### src/rtl/serial_cipher_pkg.sv
`default_nettype none
// ============================================================================
// Module   : serial_cipher_pkg
// Brief    : Shared state encoding, sizes and helpers for the serial cipher.
// Revision : 1.0 - initial release
// ============================================================================
package serial_cipher_pkg;

  localparam int BYTE_BITS      = 8;
  localparam int DEF_STATE_BITS = 128;
  localparam int DEF_NUM_ROUNDS = 10;

  typedef enum logic [1:0] {
    ST_IDLE  = 2'd0,
    ST_LOAD  = 2'd1,
    ST_ROUND = 2'd2,
    ST_OUT   = 2'd3
  } state_t;

  function automatic int cnt_width(input int bits);
    return (bits > 1) ? $clog2(bits) : 1;
  endfunction

endpackage
`default_nettype wire

### src/rtl/serial_bit_counter.sv
`default_nettype none
// ============================================================================
// Module   : serial_bit_counter
// Brief    : Modulo-MODULUS bit counter with clear, enable and wrap strobe.
// Revision : 1.0 - initial release
// ============================================================================
module serial_bit_counter #(
  parameter int MODULUS = 128,
  parameter int WIDTH   = 7
) (
  input  logic             clk,
  input  logic             rst,
  input  logic             clr,
  input  logic             en,
  output logic [WIDTH-1:0] cnt,
  output logic             wrap
);

  localparam logic [WIDTH-1:0] c_last = WIDTH'(MODULUS - 1);

  logic [WIDTH-1:0] r_cnt;

  assign wrap = en && (r_cnt == c_last);
  assign cnt  = r_cnt;

  always_ff @(posedge clk or posedge rst) begin
    if (rst) begin
      r_cnt <= '0;
    end else if (clr || wrap) begin
      r_cnt <= '0;
    end else if (en) begin
      r_cnt <= r_cnt + 1'b1;
    end
  end

endmodule
`default_nettype wire

### src/rtl/serial_round_ctrl.sv
`default_nettype none
// ============================================================================
// Module   : serial_round_ctrl
// Brief    : Load/round/unload sequencer for the bit-serial cipher shift stage.
// Revision : 1.0 - initial release
// ============================================================================
module serial_round_ctrl
  import serial_cipher_pkg::*;
#(
  parameter int NUM_ROUNDS = serial_cipher_pkg::DEF_NUM_ROUNDS,
  parameter int STATE_BITS = serial_cipher_pkg::DEF_STATE_BITS,
  parameter int BYTE_BITS  = serial_cipher_pkg::BYTE_BITS
) (
  input  logic                             clk,
  input  logic                             rst,
  input  logic                             start,
  input  logic                             abort,
  output logic                             in_ready,
  output logic                             in_sel,
  output logic                             ctrl_sbox,
  output logic                             mix_en,
  output logic                             last_round,
  output logic [3:0]                       round_idx,
  output logic [cnt_width(STATE_BITS)-1:0] bit_cnt,
  output logic                             dout_valid,
  output logic                             busy,
  output logic                             done
);

  localparam int         c_cw         = cnt_width(STATE_BITS);
  localparam int         c_byte_w     = $clog2(BYTE_BITS);
  localparam logic [3:0] c_last_round = 4'(NUM_ROUNDS);

  state_t           r_state, w_state_nxt;
  logic [3:0]       r_round, w_round_nxt;
  logic             r_done,  w_done_nxt;
  logic [c_cw-1:0]  w_bit_cnt;
  logic             w_wrap;
  logic             w_busy;

  assign w_busy = (r_state != ST_IDLE);

  serial_bit_counter #(
    .MODULUS (STATE_BITS),
    .WIDTH   (c_cw)
  ) u_bit_counter (
    .clk  (clk),
    .rst  (rst),
    .clr  (abort && w_busy),
    .en   (w_busy),
    .cnt  (w_bit_cnt),
    .wrap (w_wrap)
  );

  always_ff @(posedge clk or posedge rst) begin
    if (rst) begin
      r_state <= ST_IDLE;
      r_round <= 4'd0;
      r_done  <= 1'b0;
    end else begin
      r_state <= w_state_nxt;
      r_round <= w_round_nxt;
      r_done  <= w_done_nxt;
    end
  end

  always_comb begin
    w_state_nxt = r_state;
    w_round_nxt = r_round;
    w_done_nxt  = 1'b0;
    if (w_busy && abort) begin
      w_state_nxt = ST_IDLE;
      w_round_nxt = 4'd0;
    end else begin
      unique case (r_state)
        ST_IDLE: begin
          if (start) w_state_nxt = ST_LOAD;
        end
        ST_LOAD: begin
          if (w_wrap) begin
            w_state_nxt = ST_ROUND;
            w_round_nxt = 4'd1;
          end
        end
        ST_ROUND: begin
          if (w_wrap) begin
            if (r_round == c_last_round) begin
              w_state_nxt = ST_OUT;
              w_round_nxt = 4'd0;
            end else begin
              w_round_nxt = r_round + 4'd1;
            end
          end
        end
        ST_OUT: begin
          if (w_wrap) begin
            w_state_nxt = ST_IDLE;
            w_done_nxt  = 1'b1;
          end
        end
        default: begin
          w_state_nxt = ST_IDLE;
          w_round_nxt = 4'd0;
        end
      endcase
    end
  end

  // The first byte boundary of round 1 has no assembled byte yet; the final
  // round's last byte is substituted on the first OUT cycle instead.
  always_comb begin
    ctrl_sbox = 1'b0;
    if (r_state == ST_ROUND) begin
      ctrl_sbox = (w_bit_cnt[c_byte_w-1:0] == '0) &&
                  !((r_round == 4'd1) && (w_bit_cnt == '0));
    end else if (r_state == ST_OUT) begin
      ctrl_sbox = (w_bit_cnt == '0);
    end
  end

  assign in_ready   = (r_state == ST_LOAD);
  assign in_sel     = (r_state == ST_IDLE) || (r_state == ST_LOAD);
  assign mix_en     = (r_state == ST_ROUND) && (r_round < c_last_round);
  assign last_round = (r_state == ST_ROUND) && (r_round == c_last_round);
  assign round_idx  = r_round;
  assign bit_cnt    = w_bit_cnt;
  assign dout_valid = (r_state == ST_OUT);
  assign busy       = w_busy;
  assign done       = r_done;

endmodule
`default_nettype wire
### config.mk
export PLATFORM = sky130hd
export DESIGN_NAME = serial_round_ctrl
export DESIGN_NICKNAME = d
export VERILOG_FILES = /design/src/rtl/serial_cipher_pkg.sv /design/src/rtl/serial_bit_counter.sv /design/src/rtl/serial_round_ctrl.sv
export SDC_FILE = /design/constraint.sdc
export NUM_CORES = 1
export LEC_CHECK = 0
export CAP_MARGIN = 20
export CORE_UTILIZATION = 51
export CTS_BUF_LIST = sky130_fd_sc_hd__clkbuf_8
export CTS_CLUSTER_SIZE = 30
export DETAILED_ROUTE_END_ITERATION = 10
export PLACE_DENSITY = 0.92
export SYNTH_ARGS = -nofsm -noshare
export SYNTH_HDL_FRONTEND = slang
export SYNTH_SLANG_ARGS = --single-unit
### constraint.sdc
create_clock -name clk -period 2.1 [get_ports clk]
set_input_delay 0.21 -clock clk [delete_from_list [all_inputs] [get_ports clk]]
set_output_delay 0.21 -clock clk [all_outputs]
set_load 0.02 [all_outputs]
=== After elaboration in Yosys (flattened, before gate mapping) ===
Index checks and enable logic that the tools add are counted.

* Flip-flop bits (word level): 14
* Latch bits: 0
* Bits in writable memories: 0
* ROM bits: 0
* Input port bits: 4
* Output and inout bits: 19
* Word-level logic and storage cells: 54
* Memories: 0

* Add/subtract/negate cells: 2
* Multiply operators: 0
* Divide/modulo/power cells: 0
* Order comparisons: 1
* Equal/unequal tests: 11
* Shift-type cells: 0
* Multiplexer cells: 19
* Bitwise operators: 0
* Reductions and logical operators: 17

{| class="wikitable"
|+ Operators by type and width
! kind !! number
|-
| 4-bit two-way mux || 4
|-
| 7-bit two-way mux || 2
|-
| 2-bit two-way mux || 6
|-
| 3-bit by 1-bit != test with 1-bit output, second input constant || 4
|-
| 2-bit one-hot mux with 4 select lines || 1
|-
| 4-bit one-hot mux with 2 select lines || 1
|-
| 7-bit by 1-bit adder with 7-bit output, second input constant || 1
|-
| 7-bit == test, second input constant || 1
|-
| 7-bit zero test || 1
|-
| 1-bit logical AND || 6
|-
| 1-bit two-way mux || 5
|-
| 5-bit AND reduction || 1
|-
| 4-bit by 1-bit adder with 4-bit output, second input constant || 1
|-
| 2-bit == test, second input constant || 2
|-
| 4-bit by 1-bit == test with 1-bit output, second input constant || 1
|-
| 4-bit == test, second input constant || 1
|-
| 4-bit < comparator, second input constant || 1
|-
| 2-bit nonzero test || 2
|-
| 3-bit zero test || 1
|-
| 3-bit by 2-bit != test with 1-bit output, second input constant || 1
|-
| 3-bit AND reduction || 1
|-
| 3-bit nonzero test || 1
|-
| 2-bit by 1-bit == test with 1-bit output, second input constant || 1
|-
| 2-bit zero test || 1
|-
| 2 further kinds || 3
|}

=== Depth between registers and ports, before layout ===
Gate-level depths: netlist of the first run.

* Depth after elaboration: 5
* Mapped depth: 7

=== Hierarchy ===
Synthesis of the first run repeated with hierarchy kept, for this count alone.

* Cell total of the unflattened synthesis: 102
* Area, all modules: 977.2 µm²

{| class="wikitable"
|+ By module, submodules not included
! module !! times used !! cells each !! area an instance (µm²)
|-
| serial_round_ctrl || 1 || 65 || 615.6
|-
| serial_bit_counter || 1 || 37 || 361.6
|}

=== Worst setup path before layout of the first run ===
OpenSTA, ideal clock, no wires.

* Path kind: register -> output
* Start point: reg r_state[0]
* End point: out ctrl_sbox
* Data arrival time: 1.629 ns
* Required time: 1.890 ns
* Setup slack: 0.261 ns
* Stages on the path, launching flop included: 8
* Buffers on the path: 1
* Cells stage by stage: dfrtp_1 -> inv_1 -> ha_1 -> buf_6 -> inv_1 -> a41oi_1 -> a31oi_1 -> nor3b_1

* Longest elaborated chain between the ends: 3
* Elaborated cells between the ends (all ways): 4
* Those cells by class: eq/ne (2); mux (2)

{| class="wikitable"
|+ RTL lines
! element !! line !! text
|-
| from (decl) || serial_round_ctrl.sv:34 || <nowiki>state_t r_state, w_state_nxt;</nowiki>
|-
| from (signal assigned) || serial_round_ctrl.sv:61 || <nowiki>r_state <= w_state_nxt;</nowiki>
|-
| 2-bit == test || serial_round_ctrl.sv:116 || <nowiki>end else if (r_state == ST_OUT) begin</nowiki>
|-
| 1-bit two-way mux || serial_round_ctrl.sv:116 ||
|-
| 1-bit two-way mux * || serial_round_ctrl.sv:113 || <nowiki>if (r_state == ST_ROUND) begin</nowiki>
|-
| to (decl) || serial_round_ctrl.sv:20 || <nowiki>output logic ctrl_sbox,</nowiki>
|}

Mark *: on every way between the ends. The rest lies on a longest branch, timed or not.

=== Worst setup path after layout of the first run ===
* Start point: reg r_state[0]
* End point: reg r_round[3] (netlist: round_idx[3])

* Longest elaborated chain between the ends: 4
* Elaborated cells between the ends (all ways): 11
* Those cells by class: eq/ne (4); mux (2); reduce/logical (5)

{| class="wikitable"
|+ RTL lines
! element !! line !! text
|-
| 2-bit nonzero test || serial_round_ctrl.sv:41 || <nowiki>assign w_busy = (r_state != ST_IDLE);</nowiki>
|-
| 1-bit logical AND, on equally long branches || serial_bit_counter.sv:23, serial_round_ctrl.sv:71 ||
|-
| 3-bit by 1-bit != test with 1-bit output (no source line) or 3-bit nonzero test (tied branches) || - ||
|-
| 3-bit AND reduction (no source line) || - ||
|-
| to (signal assigned) || serial_round_ctrl.sv:62 || <nowiki>r_round <= w_round_nxt;</nowiki>
|-
| to (decl) || serial_round_ctrl.sv:35 || <nowiki>logic [3:0] r_round, w_round_nxt;</nowiki>
|}

Parallel ways exist; a longest one is shown, timed or not.
A chain may end at the register's enable or synchronous reset.

==> run_results.csv, run 1 <==
group,metric,value,unit
status,status,"finished clean",
routing,drc_errors,0,
timing,fmax,487,MHz
floorplan,core_region_area,0.00178,mm²
yosys,synth_warnings,0,
timing,finalHoldViolations,0,
routing,top_layer_used,"met4",
yosys,synth_area_per_cell,8.49,µm²
critical_path,cpPeakStageDelay,0.40,ns
routing,avgRoutedWirePerCell,16.1,µm
floorplan,die_area,0.00216,mm²
routing,ant_nets,0,
cells_and_area,final_cell_mix,"19 x clkdlybuf4s50_1, 14 x inv_1, 14 x dfrtp_1, 13 x buf_4, 12 x o21ai_0",
timing,setup_viol,0,
routing,dr_total_vias,1081,
floorplan,die-width,46.5,µm
yosys,ys_seq_area_frac,0.347,
grt,grt_pass1_vias,999,
floorplan,ioPinCount,23,
critical_path,cp.required,2.23,ns
timing,fin_skew,0.00152,ns
min_path,hold_path.class,"input port to async pin",
timing,finalWorstSetupSlack,0.0453,ns
power,leakage,0.000611,µW
grt,gr-total-overflow,0,
routing,drt_iter0_drc,46,
routing,wirelength,2900,µm
cells_and_area,n_antenna_cell,0,
yosys,synth_edf_count,0,
cts,cts_buffers,3,
timing,slew-limit-headroom,0.621,
cts,htreeDepth,1,
yosys,synth_flop_cell,"dfrtp_1",
floorplan,start_util,0.566,
yosys,synth_top_area_cell,"dfrtp_1",
routing,vias_per_cell,6.01,
yosys,syn_nets,130,
cts,cts_root_buffer,"clkbuf_8",
yosys,synth.area.top_cells,"dfrtp_1 35%, ha_1 8.7%, o21ai_0 5.9%, inv_1 5.2%, nand2_1 3.7%",
grt,antenna_found_initial,0,
routing,drt_pass1_iterations,4,
cts,clk_latency,0.24,ns
cells_and_area,layout-drive-gt1-share,0.168,
yosys,async_flop_share,1.00,
routing,wl_met3,175,µm
timing,worst_slew_pin_slew,0.568,ns
yosys,yosysUniqueCellTypes,38,
grt,grt_pass1_wl,4660,µm
routing,met1_length,1230,µm
cts,clkTransAtPathRegs,0.06,ns
yosys,syn_inst,119,
yosys,netlist.area_leader.share,0.347,
floorplan,die_h,46.5,µm
critical_path,worstPathMaxFanout,7,
yosys,syn_area,0.00101,mm²
flow_run,cap_violations,0,
cts,cts.sinks,14,
yosys,ys_ff_latch,14,
placed_design,detailed_place_hpwl,2110,µm
timing,finalCritPeriodShare,0.978,
critical_path,cpMaxStageDelayCell,"and4b_4",
power,ir_worst_vdd,0.000781,V
cells_and_area,syn_to_final_growth,37.5,%
placed_design,port_buffers,22,
timing,slew_viol_final,0,
cts,cts_buffer_depth,2,
cts,postCtsHoldBufs,0,
cts,post_cts_buffers,0,
cts,cts_tree,"done",
routing,wl_met2,1470,µm
critical_path,path_cells,"inv_1 > buf_4 > ha_1 > and4b_4 > a21oi_2 > a211o_1 > a311o_1",
grt,grt_util_all_layers,0.308,
cells_and_area,final_common_cell,"clkdlybuf4s50_1",
timing,rsz0062_at_grt,"false",
timing,post-route-min-period,2.05,ns
grt,grt_max_degree,15,
timing,finalSetupTns,0,ns
floorplan,fp-row-count,15,
placed_design,gp_congestion,0.902,
critical_path,critPathTopFamily,"compound AO/OA/AOI/OAI gates",
critical_path,worstPathArrival,2.18,ns
critical_path,crit_type,"flip-flop to flip-flop",
critical_path,cp-end-kind,"flip-flop",
cells_and_area,nFillCells,129,
cells_and_area,finalNetCount,168,
critical_path,crit_buf_inv,2,
power,total_power,1760,µW
power,power_density,1270,mW/mm²
placed_design,pre_cts_ws,0.0505,ns
critical_path,startpoint_type,"flip-flop",
## stage by stage
step / cells / hold slack, ns / utilization / area [µm²]
floorplan: 119 / 0.0992 / - / 1010
global placement: 177 / 0.550 / 0.754 / 1340
detailed placement: 177 / 0.571 / 0.754 / 1340
CTS: 180 / 0.331 / 0.775 / 1380
global route: 180 / 0.382 / 0.779 / 1390
finish: 180 / 0.320 / 0.779 / 1390
## power breakdown
group | internal [µW] | switching (µW)
Combinational | 509 | 618
Clock | 127 | 95.2
Sequential | 332 | 78.6
Total | 968 | 792
## sequential cells by signal (all words and copies together), names as in the netlist
register,count
done,1
u_bit_counter.cnt,7
round_idx,4
r_state,2
## cell families (layout without fill, tap and decap cells)
family	count (synthesis)	in the layout	share of synthesized area
compound gates	37	37	0.245
fa+ha+maj	7	7	0.0867
buf+inv	16	52	0.0669
flops	14	14	0.347
simple gates	45	45	0.254
## final timing paths
kind / start / to / slack [ns] / depth (start not counted)
hold / removal: rst / round_idx[3] / 0.32 / 2
hold reg to reg: u_bit_counter.cnt[0] / u_bit_counter.cnt[0] / 0.59 / 2
min in group clk: u_bit_counter.cnt[0] / u_bit_counter.cnt[0] / 0.59 / 2
setup / recovery: r_state[0] / round_idx[3] / 0.05 / 7
setup reg to reg: r_state[0] / round_idx[3] / 0.05 / 7
max in group asynchronous: rst / r_state[1] / 1.41 / 2
## final cells by class
cell class	instances	area, µm²	area share
inverters	14	52.6	0.0378
flip-flops and latches	14	350	0.252
clock buffers	3	41.3	0.0297
well taps	25	31.3	0.0225
multi-input cells	89	598	0.431
repair buffers	35	315	0.227
## worst register-to-register path, delay by kind of cell, from the launching register on
kind                       cells  cell delay [ns]
adders and majority gates      1             0.28
DFF                            1             0.35
AOI/OAI and AO/OA              3             0.71
buffers and inverters          2             0.21
and+or+nand+nor                1             0.40
## timing repair
action                     CTS  global route
gates resized for setup      3             2
pin swaps                    0             1
setup endpoints to repair    3             1
## metal layers
| metal | global-route usage | up-vias |
|---|---|---|
| li1 | - | 506 |
| met1 | 0.398 | 519 |
| met2 | 0.503 | 50 |
| met3 | 0.0627 | 6 |
| met4 | 0.106 | 0 |
| met5 | 0 | - |
## synthesized netlist by cell type (all sizes together), types with 2 or more instances
cell type	instances
a311oi	2
or3	2
nand3	4
o21a	2
o21ai	12
nand2	10
nor3b	2
or2	2
buf	2
dfrtp	14
nor4	3
ha	7
a31oi	3
nor2	6
inv	14
nor3	3
o31ai	2
nand2b	3
a211o	3
nor2b	2
a21oi	7
Power figures use the tool's default switching activity.
==> run 2, diff against run 1 <==
CORE_UTILIZATION = 39   (was 51)
PLACE_DENSITY = 0.76   (was 0.92)
==> run 2 against run 1 <==
  * Largest cell class unchanged
  * Clock skew about the same
  * First-iteration DRC count down 30%
  * Global-route usage is 8.0 points lower
  * Worst hold slack got worse by 0.0088 ns
  * Critical path depth decreased by 2
  * Core utilization decreased by 21 points
==> run_results.csv, run 2 (synthesized netlist as in run 1, its figures left out) <==
group,metric,value,unit
critical_path,rrSetupSlack,0.10,ns
grt,grt_pass1_wl,4550,µm
placed_design,place_area,0.00134,mm²
status,status,"finished clean",
critical_path,r2r_end,"round_idx[3]",
floorplan,die_h,52.9,µm
placed_design,gp_congestion,0.948,
power,total_power,1770,µW
routing,wirelength,2690,µm
floorplan,core_region_area,0.00245,mm²
timing,setup_viol,0,
flow_run,cap_violations,0,
routing,drt_iter0_drc,32,
grt,grt_max_degree,15,
cells_and_area,n_antenna_cell,0,
power,p_sw_frac,0.437,
cts,cts_root_buffer,"clkbuf_8",
routing,avgRoutedWirePerCell,14.5,µm
critical_path,r2r_cells,7,
timing,finalHoldViolations,0,
cts,htreeDepth,1,
timing,finalCritPeriodShare,0.957,
cells_and_area,final_cell_mix,"18 x clkdlybuf4s50_1, 14 x inv_1, 14 x dfrtp_1, 12 x o21ai_0, 12 x buf_4",
power,power_density,1260,mW/mm²
power,leakage,0.000627,µW
power,p_seq_frac,0.228,
grt,grtUsageMet2,0.371,
critical_path,cp-end-kind,"primary output",
floorplan,die_area,0.00280,mm²
floorplan,die-width,52.9,µm
critical_path,worstPathArrival,1.80,ns
placed_design,detailed_place_hpwl,2030,µm
critical_path,startpoint_type,"flip-flop",
cells_and_area,layout-drive-gt1-share,0.181,
routing,drc_errors,0,
grt,grt_pass1_vias,1000,
grt,gr-total-overflow,0,
routing,vias_per_cell,5.67,
cells_and_area,finalInstanceArea,0.00140,mm²
grt,grt_util_all_layers,0.228,
cts,cts.sinks,14,
cells_and_area,instances_no_fill,185,
critical_path,worstPathMaxFanout,5,
floorplan,start_util,0.411,
cells_and_area,syn_to_final_growth,38.9,%
critical_path,crit_type,"flip-flop to primary output",
power,ir_worst_vdd,0.000780,V
grt,grtUsageMet1,0.277,
power,pwr-share-comb,0.619,
critical_path,cpMaxStageDelayCell,"clkdlybuf4s50_1",
cts,cts_buffers,3,
cts,post_cts_buffers,0,
cts,clkTransAtPathRegs,0.06,ns
grt,grt.busiest_layer,"met2",
cts,cts_buffer_depth,2,
routing,drt_pass1_iterations,4,
grt,globalRouteMet3Util,0.0431,
placed_design,port_buffers,22,
timing,post-route-min-period,2.01,ns
timing,fin_skew,0.00120,ns
timing,worst_slew_pin_slew,0.562,ns
timing,rsz0062_at_grt,"false",
power,switchingPower,774,µW
timing,fmax,498,MHz
cts,clk_latency,0.25,ns
timing,slew_viol_final,0,
critical_path,cp.required,1.89,ns
cells_and_area,largest_reg_flops,7,
cts,cts_tree,"done",
power,pwr-share-clk,0.152,
critical_path,path_cells,"inv_1 > ha_2 > buf_4 > o21a_1 > clkdlybuf4s50_1",
floorplan,fp-row-count,18,
timing,slew-limit-headroom,0.625,
critical_path,cpPeakStageDelay,0.60,ns
floorplan,ioPinCount,23,
timing,finalSetupTns,0,ns
grt,antenna_found_initial,0,
cells_and_area,finalNetCount,167,
critical_path,crit_buf_inv,3,
placed_design,dp.cells,181,
critical_path,crit_cells,5,
critical_path,reg2reg_from,"r_state[0]",
cells_and_area,final_common_cell,"clkdlybuf4s50_1",
critical_path,critPathTopFamily,"buffers and inverters",
routing,dr_total_vias,1049,
min_path,hold_path.class,"input port to async pin",
routing,ant_nets,0,
power,intPower,998,µW
run 2: changes by cell type in the layout (fill, tap and decap cells not counted), sizes merged:
cell / delta
clkbuf: +2
buf: -1
dlygate4sd2: -1
clkdlybuf4s15: -1
dlymetal6s2s: +2
clkdlybuf4s50: -1
run 2: area by class of cell:
type	count	area, µm²
repair buffers	34	309
fillers	228	1050
flip-flops and latches	14	350
well taps	30	37.5
inverters	14	52.6
clock buffers	4	55.1
multi-input cells	89	598
run 2: timing repair:
action	in CTS	in global routing
setup endpoints to repair	2	5
hold buffers	0	0
resized for setup	2	7
run 2: power groups by stage:
stage / sequential [µW] / combinational (µW) / clock (µW)
after floorplan: 454 / 622 / 0
after global placement: 404 / 1080 / 0
after detailed placement: 408 / 1100 / 0
after CTS: 403 / 1100 / 278
after global routing: 413 / 1210 / 285
final: 405 / 1100 / 270
run 2: metrics by stage:
| stage | utilization | setup slack (ns) | hold WS, ns |
|---|---|---|---|
| final | 0.571 | 0.0902 | 0.311 |
| after detailed placement | 0.547 | 0.0295 | 0.578 |
| after global routing | 0.571 | 0.0117 | 0.367 |
| after global placement | 0.547 | 0.123 | 0.554 |
| after CTS | 0.568 | 0.00291 | 0.321 |
| after floorplan | - | 0.261 | 0.0992 |
run 2: how the worst max path moves through the flow:
stage | slack, ns | end | start
after detailed placement | 0.03 | round_idx[3] | r_state[0]
after CTS | 0.003 | in_sel | r_state[0]
after global routing | 0.01 | mix_en | r_state[0]
after floorplan | 0.26 | ctrl_sbox | r_state[0]
final | 0.09 | mix_en | r_state[0]
after global placement | 0.12 | ctrl_sbox | r_state[0]
run 2: routing by layer:
metal	vias up	wire length [µm]
met3	7	154
li1	506	-
met2	43	1300
met1	493	1170
met5	-	0
met4	0	61
